## src/rtl/tt_sched_pkg.sv

```systemverilog
// Shared types and encodings for the 1 ms frontend timer scheduler.
package tt_sched_pkg;

    localparam int unsigned DEF_PERIOD_W = 48;

    typedef enum logic [1:0] {
        HALT = 2'd0,
        ARM  = 2'd1,
        RUN  = 2'd2
    } state_t;

    localparam logic [1:0] CMD_NOP     = 2'd0;
    localparam logic [1:0] CMD_HALT    = 2'd1;
    localparam logic [1:0] CMD_ARM     = 2'd2;
    localparam logic [1:0] CMD_CLR_ERR = 2'd3;

endpackage

```

## src/rtl/tt_slot.sv

```systemverilog
// One-entry valid/ready output register for time-tags; busy flags a stalled, occupied slot.
// Optional tt parity output when TT_PARITY_EN is defined.
module tt_slot #(
    parameter int unsigned W = 48
) (
    input  logic         clk,
    input  logic         rst_n,
    input  logic         flush,
    input  logic         load,
    input  logic [W-1:0] load_data,
    input  logic         ready,
    output logic         valid,
    output logic [W-1:0] data,
`ifdef TT_PARITY_EN
    output logic         parity,
`endif
    output logic         busy
);

    assign busy = valid & ~ready;

    always_ff @(posedge clk or negedge rst_n) begin
        if (!rst_n) begin
            valid  <= 1'b0;
            data   <= '0;
`ifdef TT_PARITY_EN
            parity <= 1'b0;
`endif
        end else if (flush) begin
            valid <= 1'b0;
        end else if (load && !busy) begin
            valid  <= 1'b1;
            data   <= load_data;
`ifdef TT_PARITY_EN
            parity <= ^load_data;
`endif
        end else if (valid && ready) begin
            valid <= 1'b0;
        end
    end

endmodule

```

## src/rtl/tt_sched.sv

```systemverilog
// Timer controller: arms on a sync edge, emits period+offset time-tags, counts dropped tags.
// Optional tt_parity output when TT_PARITY_EN is defined.
module tt_sched
    import tt_sched_pkg::*;
#(
    parameter int unsigned PERIOD_W     = DEF_PERIOD_W,
    parameter int unsigned MISS_W       = 8,
    parameter int unsigned SYNC_TIMEOUT = 200000
) (
    input  logic                clk,
    input  logic                rst_n,
    input  logic                cmd_valid,
    output logic                cmd_ready,
    input  logic [1:0]          cmd_op,
    input  logic [PERIOD_W-1:0] cmd_data,
    input  logic                sync_in,
    output logic                timer_rst,
    input  logic [PERIOD_W-1:0] period,
    input  logic                period_done,
    output logic                tt_valid,
    input  logic                tt_ready,
    output logic [PERIOD_W-1:0] tt_data,
`ifdef TT_PARITY_EN
    output logic                tt_parity,
`endif
    output logic                running,
    output logic [MISS_W-1:0]   miss_cnt,
    output logic                sync_err
);

    localparam int unsigned TO_W = $clog2(SYNC_TIMEOUT + 1);
    localparam logic [TO_W-1:0] TO_LAST = TO_W'(SYNC_TIMEOUT - 1);

    state_t              state;
    logic [PERIOD_W-1:0] offset;
    logic                sync_prev;
    logic [TO_W-1:0]     to_cnt;

    logic cmd_fire, is_halt, is_arm, is_clr, sync_edge;
    logic slot_flush, slot_load, slot_busy;
    logic [PERIOD_W-1:0] tag_next;

    assign cmd_fire  = cmd_valid & cmd_ready;
    assign is_halt   = cmd_fire && (cmd_op == CMD_HALT);
    assign is_arm    = cmd_fire && (cmd_op == CMD_ARM);
    assign is_clr    = cmd_fire && (cmd_op == CMD_CLR_ERR);
    assign sync_edge = sync_in & ~sync_prev;

    // Leaving RUN discards any pending tag and beats a coincident period_done.
    assign slot_flush = (state == RUN) & (is_halt | is_arm);
    assign slot_load  = (state == RUN) & period_done & ~is_halt & ~is_arm;
    assign tag_next   = period + offset;

    always_ff @(posedge clk or negedge rst_n) begin
        if (!rst_n) begin
            state     <= HALT;
            timer_rst <= 1'b1;
            running   <= 1'b0;
            cmd_ready <= 1'b1;
            offset    <= '0;
            sync_prev <= 1'b0;
            to_cnt    <= '0;
            sync_err  <= 1'b0;
        end else begin
            cmd_ready <= 1'b1;
            sync_prev <= sync_in;
            case (state)
                HALT: begin
                    if (is_arm) begin
                        state  <= ARM;
                        offset <= cmd_data;
                        to_cnt <= '0;
                    end
                end
                ARM: begin
                    if (is_halt) begin
                        state <= HALT;
                    end else if (is_arm) begin
                        offset <= cmd_data;
                        to_cnt <= '0;
                    end else if (sync_edge) begin
                        state     <= RUN;
                        timer_rst <= 1'b0;
                        running   <= 1'b1;
                    end else if (to_cnt == TO_LAST) begin
                        state    <= HALT;
                        sync_err <= 1'b1;
                    end else begin
                        to_cnt <= to_cnt + TO_W'(1);
                    end
                end
                RUN: begin
                    if (is_halt || is_arm) begin
                        state     <= is_arm ? ARM : HALT;
                        timer_rst <= 1'b1;
                        running   <= 1'b0;
                        if (is_arm) begin
                            offset <= cmd_data;
                            to_cnt <= '0;
                        end
                    end
                end
                default: begin
                    state     <= HALT;
                    timer_rst <= 1'b1;
                    running   <= 1'b0;
                end
            endcase
            if (is_clr) begin
                sync_err <= 1'b0;
            end
        end
    end

    always_ff @(posedge clk or negedge rst_n) begin
        if (!rst_n) begin
            miss_cnt <= '0;
        end else if (is_clr) begin
            miss_cnt <= '0;
        end else if (slot_load && slot_busy && (miss_cnt != {MISS_W{1'b1}})) begin
            miss_cnt <= miss_cnt + MISS_W'(1);
        end
    end

    tt_slot #(
        .W(PERIOD_W)
    ) u_slot (
        .clk      (clk),
        .rst_n    (rst_n),
        .flush    (slot_flush),
        .load     (slot_load),
        .load_data(tag_next),
        .ready    (tt_ready),
        .valid    (tt_valid),
        .data     (tt_data),
`ifdef TT_PARITY_EN
        .parity   (tt_parity),
`endif
        .busy     (slot_busy)
    );

endmodule

```

## config.mk

```make
export PLATFORM = sky130hd
export DESIGN_NAME = tt_sched
export DESIGN_NICKNAME = d
export VERILOG_FILES = /design/src/rtl/tt_sched_pkg.sv /design/src/rtl/tt_slot.sv /design/src/rtl/tt_sched.sv
export SDC_FILE = /design/constraint.sdc
export NUM_CORES = 1
export LEC_CHECK = 0
export ABC_AREA = 0
export CAP_MARGIN = 25
export CORE_MARGIN = 3
export CORE_UTILIZATION = 50
export DETAILED_ROUTE_END_ITERATION = 16
export GPL_ROUTABILITY_DRIVEN = 0
export PLACE_DENSITY = 0.88
export SLEW_MARGIN = 20
export SYNTH_ARGS = -nofsm -noshare
export SYNTH_HDL_FRONTEND = slang
export SYNTH_SLANG_ARGS = --single-unit
```

## constraint.sdc

```tcl
create_clock -name clk -period 3.5 [get_ports clk]
set_input_delay 0.525 -clock clk [delete_from_list [all_inputs] [get_ports clk]]
set_output_delay 0.525 -clock clk [all_outputs]
set_load 0.02 [all_outputs]
```

==> run_results.csv, run 1 <==
group,metric,value,unit
outcome,status,"complete, no violations",
timing,hold_violations,0,
timing,fmax,315.6,MHz
clock_network,clkLatencyLatePin,0.42,ns
logic_synthesis,ys_types,61,
logic_synthesis,async_flop_share,100.0,%
logic_synthesis,yosys_warnings,0,
setup_path,worstSetupPathType,"input pin to flop",
floorplanning,die_w,130.3,um
logic_synthesis,synthTopCellsByCount,"128 x dfrtp_1, 103 x nand2_1, 59 x nor2_1, 56 x a21oi_1, 49 x ha_1",
logic_synthesis,yosysMostFrequentCell,"dfrtp_1",
clock_network,cts_inserted_buffers,17,
logic_synthesis,synthSimpleGateAreaFrac,16.06,%
grt,gr-total-overflow,0,
clock_network,clk_path_buf_depth,2,
setup_path,cp-start-kind,"input pin",
logic_synthesis,muxShareOfSynthArea,7.129,%
pwr,ir_drop,373.3,uV
logic_synthesis,avgSynthCellArea,9.360,um2
clock_network,cts-root-buf,"clkbuf_16",
floorplanning,die_y,130.3,um
logic_synthesis,synth_top_area_share,41.48,%
logic_synthesis,synth_top_family_by_area,"compound AO/OA/AOI/OAI gates",
routing,viasPerCell,5.769,
clock_network,cts_tree,"yes",
routing,wl_per_cell,17.30,um
grt,grt_use_total,24.66,%
job,cap_viol_max_count,0,
min_path,hold_class,"input pin to async pin",
timing,drv_slew,0,
logic_synthesis,synth_xor_area_share,7.032,%
logic_synthesis,synthCells,825,
clock_network,post-cts-setup-buffers,0,
floorplanning,rows,44,
routing,routed_wl,20450,um
placed_design,port_buffers,163,
placed_design,hpwl,15270,um
clock_network,ctsResizeCount,0,
logic_synthesis,synth_edf_count,0,
grt,antenna_found_initial,0,
grt,grt_max_degree,97,
final_layout,fin_nets,1142,
timing,setup_viol,0,
placed_design,pre_cts_ws,-0.03100,ns
pwr,power_leakage,4.441,nW
timing,min_period,3.168,ns
timing,post-route-period-util,90.52,%
logic_synthesis,yosys_register_bits,129,
logic_synthesis,syn_area,7722,um2
final_layout,final_area,10170,um2
timing,worst_slack,0.3318,ns
timing,max_slew_margin,60.86,%
clock_network,cts_sinks,129,
grt,grt_pass1_vias,6820,
floorplanning,io_pins,165,
routing,first_pass_iters,5,
logic_synthesis,synth_compound_area_share,17.16,%
timing,tightest_slew,0.5871,ns
setup_path,critPathArrivalTime,3.45,ns
final_layout,diodes,0,
setup_path,end_kind,"flop",
final_layout,syn2layout_area_growth,31.72,%
logic_synthesis,synth_top_area_cell,"dfrtp_1",
routing,drc,0,
floorplanning,initial_core_util,52.15,%
logic_synthesis,ys.flop_type,"dfrtp_1",
routing,ant_nets,0,
final_layout,drive_above_1_share,10.62,%
floorplanning,dieArea,16970,um2
timing,grt_setup_unrepaired,"no",
timing,clock_skew,0.009043,ns
logic_synthesis,synth_fa_ha_area_share,8.198,%
grt,grt_pass1_wl,33100,um
logic_synthesis,ys_top_cells_by_area,"dfrtp_1 41%, ha_1 7.9%, mux2_2 7.0%, nand2_1 5.0%, xor2_1 3.9%",
logic_synthesis,ys_seq_area_share,41.82,%
clock_network,clkTransAtPathRegs,0.06,ns
routing,vias,6819,
routing,dr.first_iter.drc_count,521,
clock_network,htreeDepth,4,
logic_synthesis,synth_nets,979,
floorplanning,coreArea,14810,um2
placed_design,place_area,9612,um2
clock_network,hold_buffers,0,
pwr,power.density,649.6,nW/um2
setup_path,required,3.78,ns
setup_path,worstPathMaxFanout,6,
worst paths after layout:
check / start / end / slack, ns / cells after the start
max reg2reg: offset[8] / u_slot.data[33] / 0.44 / 10
max: period[8] / u_slot.data[33] / 0.33 / 11
min in group clk: u_slot.data[5] / u_slot.data[5] / 0.47 / 2
min: rst_n / sync_prev / 0.1 / 1
min reg2reg: u_slot.data[5] / u_slot.data[5] / 0.47 / 2
max in group asynchronous: rst_n / timer_rst / 2.49 / 2
power by group:
group	switching, W	internal (W)	total (W)	leakage (nW)
combinational	0.00148	0.00128	0.00276	2.54
sequential	0.000260	0.00188	0.00214	1.63
clock	0.000621	0.00109	0.00171	0.275
total	0.00236	0.00425	0.00661	4.44
cell families after synthesis:
kind of cell / after synthesis
and+or+nand+nor: 263
AOI/OAI and AO/OA: 220
DFF: 129
xor gates and xnor gates: 62
buffers and inverters: 51
adders and majority gates: 50
muxes: 49
other: 1
state kept, by name, summed over array words and instances (netlist names):
register	flops
running	1
u_slot.data	48
sync_err	1
state	2
offset	48
sync_prev	1
timer_rst	1
miss_cnt	8
to_cnt	18
u_slot.valid	1
placed cells by master (no fill, tap or decap), drive strengths merged, types with 2 or more instances in the layout:
master,synthesis,layout
xor2,34,34
a21oi,56,56
o21ai,84,84
o21a,8,8
and3,5,5
a21boi,4,4
nand2,103,103
bufinv,0,2
dfrtp,128,128
clkinv,0,3
mux2,48,48
nor2,60,60
nand3b,3,3
nand2b,2,2
and4,3,3
or4,2,2
clkdlybuf4s50,0,162
buf,9,23
nor4b,2,2
clkbuf,32,23
or3,3,3
nand4b,2,2
xnor2,28,28
nand3,24,24
nand4,21,21
a31oi,9,9
a41oi,3,3
inv,10,10
ha,49,49
o21bai,6,6
o31ai,8,8
nor2b,9,9
nor3,14,14
a21o,22,22
and2,7,7
a211oi,6,6
metrics by stage:
step / TNS (ns) / util [%] / hold WS [ns] / total power, W / cells
2_1_floorplan: 0 / - / 0.2294 / 0.003721 / 825
3_5_place_dp: -0.03188 / 64.90 / 0.4662 / 0.004880 / 1153
6_report: 0 / 68.69 / 0.09680 / 0.006608 / 1182
4_1_cts: 0 / 68.69 / 0.1199 / 0.006631 / 1182
5_1_grt: 0 / 68.69 / 0.1352 / 0.006988 / 1182
3_3_place_gp: 0 / 64.90 / 0.4506 / 0.004811 / 1153
worst max-delay path: stages:
cell and delay (ns):
clkdlybuf4s50_1 0.41, ha_1 0.38, a2111oi_0 0.44, o21a_1 0.20, o31ai_1 0.08, a31o_2 0.28, o21ai_1 0.24, o21ai_1 0.22
a41oi_1 0.34, xor2_1 0.24, o21ai_1 0.10
area by class of cell:
| type | instances | area, um2 |
|---|---|---|
| inverter | 10 | 37.54 |
| multi-input combinational | 645 | 4308 |
| sequential | 129 | 3229 |
| tap | 184 | 230.2 |
| clock buffer | 23 | 478.0 |
| fill | 1126 | 4637 |
| clock inverter | 6 | 82.58 |
| timing repair buffer | 185 | 1807 |
routing by layer:
layer | track usage (%) | routed length, um | up-vias
met5 | 0 | 0 | -
met3 | 5.772 | 1054 | 46
li1 | - | - | 3282
met4 | 9.230 | 546 | 0
met2 | 41.64 | 10170 | 219
met1 | 30.83 | 8679 | 3272
Power figures use the tool's default switching activity.
==> inputs of run 2 (changes only) <==
HOLD_SLACK_MARGIN = 0.02   (was unset)
RECOVER_POWER = 50   (was unset)
==> run 2 against run 1 <==
The flow now finishes with violations (capacitance limit, slew limit). Clock power hardly changed. Count of clock-buffer cells in the layout stayed put. Setup slack worse by 0.058 ns. Largest power group unchanged. Non-clock buffer count is the same. Sequential share of layout area is 0.094 points higher. Sequential cell count is the same. Worst hold slack improved by 0.38 ns.
==> run_results.csv, run 2 (same netlist as run 1, synthesis figures left out) <==
group,metric,value,unit
final_layout,final_common_cell,"clkdlybuf4s50_1",
clock_network,cts_inserted_buffers,17,
clock_network,clkLatencyLatePin,0.42,ns
final_layout,final.fill_count,1130,
final_layout,register_area,3229,um2
timing,worst_slack,0.2736,ns
routing,ant_nets,0,
setup_path,end_kind,"flop",
setup_path,worstPathMaxFanout,6,
placed_design,hpwl,15270,um
final_layout,drive_above_1_share,10.42,%
routing,routed_wl,20470,um
pwr,power.total,0.006558,W
timing,min_period,3.226,ns
job,cap_viol_max_count,2,
final_layout,final_cell_mix,"138 x clkdlybuf4s50_1, 128 x dfrtp_1, 103 x nand2_1",
placed_design,port_buffers,163,
setup_path,cp-start-kind,"input pin",
timing,drv_slew,144,
clock_network,htreeDepth,4,
clock_network,cts_sinks,129,
timing,fmax,309.9,MHz
clock_network,post-cts-setup-buffers,0,
outcome,violations,"capacitance limit, slew limit",
grt,antenna_found_initial,0,
placed_design,pre_cts_ws,-0.03100,ns
pwr,ir_drop,372.4,uV
floorplanning,die_y,130.3,um
placed_design,place_area,9612,um2
routing,wl_per_cell,17.32,um
timing,grt_setup_unrepaired,"no",
timing,clock_skew,0.007812,ns
grt,grt_pass1_wl,33100,um
clock_network,hold_buffers,0,
outcome,status,"finished, violations left",
floorplanning,io_pins,165,
clock_network,cts_tree,"yes",
final_layout,final_area,10140,um2
final_layout,diodes,0,
floorplanning,dieArea,16970,um2
timing,hold_violations,0,
min_path,hold_class,"flop to flop",
grt,gr-total-overflow,0,
final_layout,largestRegisters,"offset (48), u_slot.data (48), to_cnt (18)",
routing,vias,6862,
final_layout,multi_input_area,4308,um2
setup_path,worstSetupPathType,"input pin to flop",
pwr,power.density,646.6,nW/um2
clock_network,clkTransAtPathRegs,0.06,ns
setup_path,required,3.73,ns
grt,grt_pass1_vias,6820,
final_layout,fin_nets,1142,
routing,first_pass_iters,5,
clock_network,ctsResizeCount,0,
pwr,power_leakage,4.466,nW
grt,grt_use_total,24.66,%
final_layout,syn2layout_area_growth,31.33,%
timing,whs,0.4744,ns
grt,grt_max_degree,97,
timing,max_slew_margin,-63.23,%
timing,setup_viol,0,
clock_network,cts-root-buf,"clkbuf_16",
routing,viasPerCell,5.805,
floorplanning,rows,44,
routing,dr.first_iter.drc_count,526,
floorplanning,die_w,130.3,um
timing,tightest_slew,2.448,ns
clock_network,clk_path_buf_depth,2,
routing,drc,0,
timing,post-route-period-util,92.18,%
floorplanning,coreArea,14810,um2
floorplanning,initial_core_util,52.15,%
setup_path,critPathArrivalTime,3.46,ns
-- run 2: path summary, 6_finish.rpt --
kind | from | end | slack, ns | depth (start not counted)
setup / recovery | period[8] | u_slot.data[33] | 0.27 | 11
setup reg to reg | offset[8] | u_slot.data[33] | 0.38 | 10
max in group asynchronous | rst_n | to_cnt[12] | 0.74 | 2
min in group asynchronous | rst_n | sync_prev | 0.85 | 1
hold reg to reg | u_slot.data[5] | u_slot.data[5] | 0.47 | 2
hold / removal | u_slot.data[5] | u_slot.data[5] | 0.47 | 2
-- run 2: power by group --
| group | internal (W) | switching [W] | leakage, nW |
|---|---|---|---|
| Combinational | 0.00124 | 0.00148 | 2.56 |
| Clock | 0.00109 | 0.000622 | 0.275 |
| Sequential | 0.00188 | 0.000254 | 1.63 |
-- run 2: metal layers --
metal	GRT usage (%)	routed length, um	up-vias
met5	0	0	-
met4	9.230	562	0
met3	5.772	1048	43
met2	41.64	10190	230
met1	30.83	8677	3301
li1	-	-	3288
-- run 2: worst max-delay path, cell delays in order --
cell,delay [ns]
clkdlybuf4s50_1,0.41
ha_1,0.38
a2111oi_0,0.44
o21a_1,0.20
o31ai_1,0.07
a31o_2,0.28
o21ai_1,0.24
o21ai_1,0.22
a41oi_1,0.35
xor2_1,0.25
o21ai_1,0.10
-- run 2: layout make-up --
type,instances,area share (%)
Inverter,10,0.3701
Clock inverter,6,0.8142
Multi-Input combinational cell,645,42.47
Tap cell,184,2.270
Clock buffer,23,4.713
Sequential cell,129,31.84
Timing Repair Buffer,185,17.52
-- run 2: through the flow --
step	TNS, ns	util [%]	cells
finish	0	68.49	1182
global route	0	68.49	1182
CTS	0	68.69	1182
detailed placement	-0.03188	64.90	1153
global placement	0	64.90	1153
floorplan	0	-	825
